File: config.mk
export PLATFORM = sky130hd
export DESIGN_NAME = imm_split_flat
export DESIGN_NICKNAME = d
export VERILOG_FILES = /design/src/rtl/imm_split_if.sv /design/src/rtl/imm_split.sv /design/src/flat_wrapper.sv
export SDC_FILE = /design/constraint.sdc
export NUM_CORES = 1
export LEC_CHECK = 0
export BUFFER_PORTS_ARGS = -buffer_cell sky130_fd_sc_hd__buf_2
export CORE_UTILIZATION = 40
export CTS_CLUSTER_DIAMETER = 50
export DETAILED_ROUTE_END_ITERATION = 8
export PLACE_DENSITY = 0.61
export REMOVE_ABC_BUFFERS = 1
export SLEW_MARGIN = 20
export SYNTH_ARGS = -nofsm -noshare
export SYNTH_HDL_FRONTEND = slang
export SYNTH_SLANG_ARGS = --single-unit
File: constraint.sdc
create_clock -name clk_i -period 2.03 [get_ports clk_i]
set_clock_uncertainty 0.2 [all_clocks]
set_input_delay 0.3045 -clock clk_i [delete_from_list [all_inputs] [get_ports clk_i]]
set_output_delay 0.3045 -clock clk_i [all_outputs]
set_load 0.005 [all_outputs]
File: src/rtl/imm_split_if.sv
// Stream bundle for imm_split: 32-bit constant input channel and
// 16-bit immediate output channel, both valid/ready.
interface imm_split_if;
  logic        in_valid_i;
  logic [31:0] in_data_i;
  logic        in_ready_o;
  logic        out_valid_o;
  logic        out_ready_i;
  logic [15:0] out_imm_o;
  logic [1:0]  out_kind_o;
  logic        out_last_o;

  // Encoder side
  modport slave (
    input  in_valid_i, in_data_i, out_ready_i,
    output in_ready_o, out_valid_o, out_imm_o, out_kind_o, out_last_o
  );

  // Producer/consumer side
  modport master (
    output in_valid_i, in_data_i, out_ready_i,
    input  in_ready_o, out_valid_o, out_imm_o, out_kind_o, out_last_o
  );
endinterface

File: src/rtl/imm_split.sv
// imm_split: encodes each 32-bit constant as the shortest sequence of
// 16-bit immediates (SEXT, or LUI+ORI pair) that the CPU extend units
// rebuild exactly. Defining IMM_SPLIT_SHORT_EN adds the single-beat
// ZEXT (upper half zero) and LUI-only (lower half zero) forms.
module imm_split (
  input  logic        clk_i,
  input  logic        rst_i,
  imm_split_if.slave  bus
);

  typedef enum logic [1:0] {
    S_EMPTY,
    S_ONE,
    S_FIRST
  } state_t;

  typedef enum logic [1:0] {
    K_SEXT = 2'b00,
    K_ZEXT = 2'b01,
    K_LUI  = 2'b10,
    K_ORI  = 2'b11
  } kind_t;

  state_t      state_q, state_d;
  logic        valid_q, valid_d;
  logic [15:0] imm_q, imm_d;
  kind_t       kind_q, kind_d;
  logic        last_q, last_d;
  logic [15:0] lo_q, lo_d;

  logic        in_ready;
  logic        in_xfer;
  logic        out_xfer;

  logic        is_sext;
  logic        is_zext;
  logic        is_luio;

  // Classify the incoming word; only feeds registers, never outputs.
  always_comb begin
    is_sext = (bus.in_data_i[31:15] == '0) || (bus.in_data_i[31:15] == '1);
`ifdef IMM_SPLIT_SHORT_EN
    is_zext = !is_sext && (bus.in_data_i[31:16] == '0);
    is_luio = !is_sext && !is_zext && (bus.in_data_i[15:0] == '0);
`else
    is_zext = 1'b0;
    is_luio = 1'b0;
`endif
  end

  // Input acceptance: free when empty, follows the consumer when the
  // held beat is final, blocked while a pair's LUI beat is pending.
  always_comb begin
    in_ready = 1'b0;
    case (state_q)
      S_EMPTY: in_ready = 1'b1;
      S_ONE:   in_ready = bus.out_ready_i;
      default: in_ready = 1'b0;
    endcase
    in_xfer  = bus.in_valid_i && in_ready;
    out_xfer = valid_q && bus.out_ready_i;
  end

  // Next-state and next-beat selection; output registers hold by default.
  always_comb begin
    state_d = state_q;
    imm_d   = imm_q;
    kind_d  = kind_q;
    last_d  = last_q;
    lo_d    = lo_q;
    // An input transfer can only happen when no beat is held or the held
    // final beat is leaving this cycle, so it always loads a fresh beat.
    if (in_xfer) begin
      if (is_sext) begin
        state_d = S_ONE;
        kind_d  = K_SEXT;
        imm_d   = bus.in_data_i[15:0];
        last_d  = 1'b1;
      end else if (is_zext) begin
        state_d = S_ONE;
        kind_d  = K_ZEXT;
        imm_d   = bus.in_data_i[15:0];
        last_d  = 1'b1;
      end else if (is_luio) begin
        state_d = S_ONE;
        kind_d  = K_LUI;
        imm_d   = bus.in_data_i[31:16];
        last_d  = 1'b1;
      end else begin
        state_d = S_FIRST;
        kind_d  = K_LUI;
        imm_d   = bus.in_data_i[31:16];
        last_d  = 1'b0;
        lo_d    = bus.in_data_i[15:0];
      end
    end else if (out_xfer) begin
      case (state_q)
        S_FIRST: begin
          state_d = S_ONE;
          kind_d  = K_ORI;
          imm_d   = lo_q;
          last_d  = 1'b1;
        end
        S_ONE:   state_d = S_EMPTY;
        default: state_d = state_q;
      endcase
    end
    valid_d = (state_d != S_EMPTY);
  end

  // State and output beat registers.
  always_ff @(posedge clk_i or posedge rst_i) begin
    if (rst_i) begin
      state_q <= S_EMPTY;
      valid_q <= 1'b0;
      imm_q   <= '0;
      kind_q  <= K_SEXT;
      last_q  <= 1'b0;
      lo_q    <= '0;
    end else begin
      state_q <= state_d;
      valid_q <= valid_d;
      imm_q   <= imm_d;
      kind_q  <= kind_d;
      last_q  <= last_d;
      lo_q    <= lo_d;
    end
  end

  assign bus.in_ready_o  = in_ready;
  assign bus.out_valid_o = valid_q;
  assign bus.out_imm_o   = imm_q;
  assign bus.out_kind_o  = kind_q;
  assign bus.out_last_o  = last_q;

endmodule

File: src/flat_wrapper.sv
// flat-port wrapper written by rule: the top's interface ports become plain ports
module imm_split_flat 
  (clk_i, rst_i, bus_in_valid_i, bus_in_data_i, bus_out_ready_i, bus_in_ready_o, bus_out_valid_o, bus_out_imm_o, bus_out_kind_o, bus_out_last_o);
  imm_split_if bus_i ();
  input  logic clk_i;
  input  logic rst_i;
  input wire logic [$bits(bus_i.in_valid_i)-1:0] bus_in_valid_i;
  input wire logic [$bits(bus_i.in_data_i)-1:0] bus_in_data_i;
  input wire logic [$bits(bus_i.out_ready_i)-1:0] bus_out_ready_i;
  output wire logic [$bits(bus_i.in_ready_o)-1:0] bus_in_ready_o;
  output wire logic [$bits(bus_i.out_valid_o)-1:0] bus_out_valid_o;
  output wire logic [$bits(bus_i.out_imm_o)-1:0] bus_out_imm_o;
  output wire logic [$bits(bus_i.out_kind_o)-1:0] bus_out_kind_o;
  output wire logic [$bits(bus_i.out_last_o)-1:0] bus_out_last_o;
  assign bus_i.in_valid_i = bus_in_valid_i;
  assign bus_i.in_data_i = bus_in_data_i;
  assign bus_i.out_ready_i = bus_out_ready_i;
  assign bus_in_ready_o = bus_i.in_ready_o;
  assign bus_out_valid_o = bus_i.out_valid_o;
  assign bus_out_imm_o = bus_i.out_imm_o;
  assign bus_out_kind_o = bus_i.out_kind_o;
  assign bus_out_last_o = bus_i.out_last_o;
  imm_split u_core (.clk_i(clk_i), .rst_i(rst_i), .bus(bus_i));
endmodule
==> metrics.yaml <==
syn_area_um2: 1844
required_ns: 1.99
fp.coreArea_um2: 4384
synth_top_family_by_area: "compound AO/OA/AOI/OAI gates"
muxShareOfSynthArea_pct: 9.769
gp_congestion: 0.8966
cts_sinks: 38
hold-path-endpoint: "u_core.lo_q[7]"
period_needed_ns: 1.925
reg2reg_depth: 6
antenna_found_initial: 0
synth_cell_types: 28
pre_cts_ws_ns: -0.3225
cp.arrival_ns: 1.89
numCtsBuffers: 5
num_vias: 1711
die_w_um: 69.90
wl_per_cell_um: 17.44
cp_max_fo: 16
final_core_util_pct: 56.85
r2r_slack_ns: 0.16
io_pins: 57
cpPeakStageDelay_ns: 0.34
synth_xor_xnor_area_share_pct: 0
clock_path_buffers: 2
r2r-end: "u_core.bus.out_imm_o[11]"
netlist_top_cells_count: "38 x dfrtp_1, 24 x o211ai_1, 18 x nand2_1"
hold_start: "bus_in_data_i[7]"
ys_ff_latch: 38
ys.flop_type: "dfrtp_1"
fin_crit_sh_pct: 94.84
antenna_cells: 0
seq_area_frac_synth_pct: 51.56
path_clk_slew_ns: 0.07
portBuffers: 56
drive_gt1_share_pct: 43.27
grt-ovfl-total: 0
crit-reg2reg-launch: "u_core.state_q[0]"
cp-start-kind: "input pin"
peakVddDrop_v: 0.0006734
cts_setup_buffers: 0
start_util_pct: 42.07
dp.cells: 288
maxSlewViolCount: 0
die_y_um: 69.90
stdcell_count: 297
cellPowerDensity_nw_per_um2: 1261
hold_depth: 2
grt_max_degree: 39
yosys_warnings: 0
leakagePower_nw: 1.119
drt_iter0_drc: 106
synth.top_cells.by_area: "dfrtp_1 52%, o211ai_1 9.8%, a32oi_1 6.2%"
async_reset_ff_share_pct: 100.0
grt_pass1_vias: 1791
synth_top_area_share_pct: 51.56
ant_nets: 0
worstSetupEndpointType: "flop"
cp_cell_sequence: "buf_2 -> nor4_4 -> nand4_1 -> nor4_4 -> nand3b_1 -> buf_12 -> mux2_1"
cp_slowest_cell: "mux2_1"
yosysMostFrequentCell: "dfrtp_1"
synthCells: 165
avgSynthCellArea_um2: 11.18
routed_wl_um: 5181
rsz0062_at_grt: "false"
hpwl_um: 3733
crit_top_cell: "nor4_4"
worstSetupPathType: "input pin to flop"
drcViolationCount: 0
fin_ws_ns: 0.1048
synth-adder-area-share_pct: 0
synth_compound_area_share_pct: 21.64
fin_nets: 280
clkLatencyLatePin_ns: 0.28
clock.fmax_mhz: 519.4
synth_top_cell_by_area: "dfrtp_1"
hold_class: "input pin to flop"
setup_viol: 0
cap_viol_max_count: 0
tritoncts: "done"
p_total_mw: 3.142
rows: 24
hold_viol_final: 0
area.growth.synth_to_final_pct: 35.14
cts_root_buffer: "clkbuf_8"
grt_pass1_wl_um: 8631
holdWs_ns: 0.04738
synth-simple-area-share_pct: 12.55
status: "completed"
ctsHtreeMaxLevel: 2
grt_use_total_pct: 22.54
die-area_um2: 4886
routed_via_density: 5.761
tightest_slew_ns: 0.4827
firstDrtPassIters: 4
synth_edf_count: 0
slew-limit-headroom_pct: 67.82
[cells by family (layout without fill, tap and decap cells)]
family                 Yosys count  count (layout)
buffers and inverters           17              97
muxes                           16              16
and+or+nand+nor                 43              43
AOI/OAI and AO/OA               51              51
DFF                             38              38
[cell type report]
| cell class | count | area [um^2] |
|---|---|---|
| Fill cell | 388 | 1892 |
| Sequential cell | 38 | 950.9 |
| Multi-Input combinational cell | 110 | 853.3 |
| Timing Repair Buffer | 85 | 516.7 |
| Clock buffer | 7 | 86.33 |
| Tap cell | 52 | 65.06 |
| Inverter | 4 | 15.01 |
| Clock inverter | 1 | 5.005 |
[power breakdown]
group	internal [mW]	switching (mW)
Sequential	1.13	0.201
Clock	0.274	0.251
Combinational	0.649	0.639
Total	2.05	1.09
[what timing repair did]
action / in CTS / in global routing
setup endpoints to repair: 22 / 32
hold buffers: 1 / 0
hold endpoints to repair: 38 / 0
gates resized for setup: 1 / 5
[worst max-delay path: cells and delay by family]
family | cells | cell delay, ns
buffers and inverters | 2 | 0.30
multiplexers | 1 | 0.34
AND/OR/NAND/NOR | 4 | 0.93
[how the worst max path moves through the flow]
stage / start / endpoint / slack, ns
final: bus_in_data_i[19] / u_core.lo_q[11] / 0.10
after global routing: bus_in_data_i[23] / u_core.lo_q[11] / 0.0001
after CTS: bus_in_data_i[19] / u_core.bus.out_imm_o[4] / 0.003
after detailed placement: bus_in_data_i[23] / u_core.bus.out_imm_o[4] / -0.32
after global placement: bus_in_data_i[23] / u_core.bus.out_imm_o[4] / -0.21
after floorplan: u_core.state_q[1] / u_core.lo_q[10] / -1.13
[flip-flops by register name (all words and copies together), names as in the netlist]
register / flops
u_core.bus.out_imm_o: 16
u_core.bus.out_kind_o: 2
u_core.bus.out_last_o: 1
u_core.bus.out_valid_o: 1
u_core.lo_q: 16
u_core.state_q: 2
[layout by cell type, fill, tap and decap left out, drive strengths merged, types with 3 or more instances in the layout]
cell	count
buf	84
clkbuf	7
dfrtp	38
inv	4
nand2	18
a311o	3
nand4	4
nor2	5
a32o	3
o211ai	24
a32oi	13
o21ai	4
and3	5
mux2	16
nor4	4
[metrics by stage]
stage	instance area [um^2]	setup TNS [ns]
after global routing	2492	0
after detailed placement	2351	-9.855
final	2492	0
after CTS	2459	0
after floorplan	1777	-33.88
after global placement	2351	-6.267
[routing by layer]
layer	routed length, um	vias up	global-route usage, %
met5	0	-	0
met4	83	0	7.778
met3	340	10	4.618
met1	2158	829	29.64
li1	-	799	-
met2	2598	73	37.07
No activity file was read; power rests on OpenSTA's default activity.
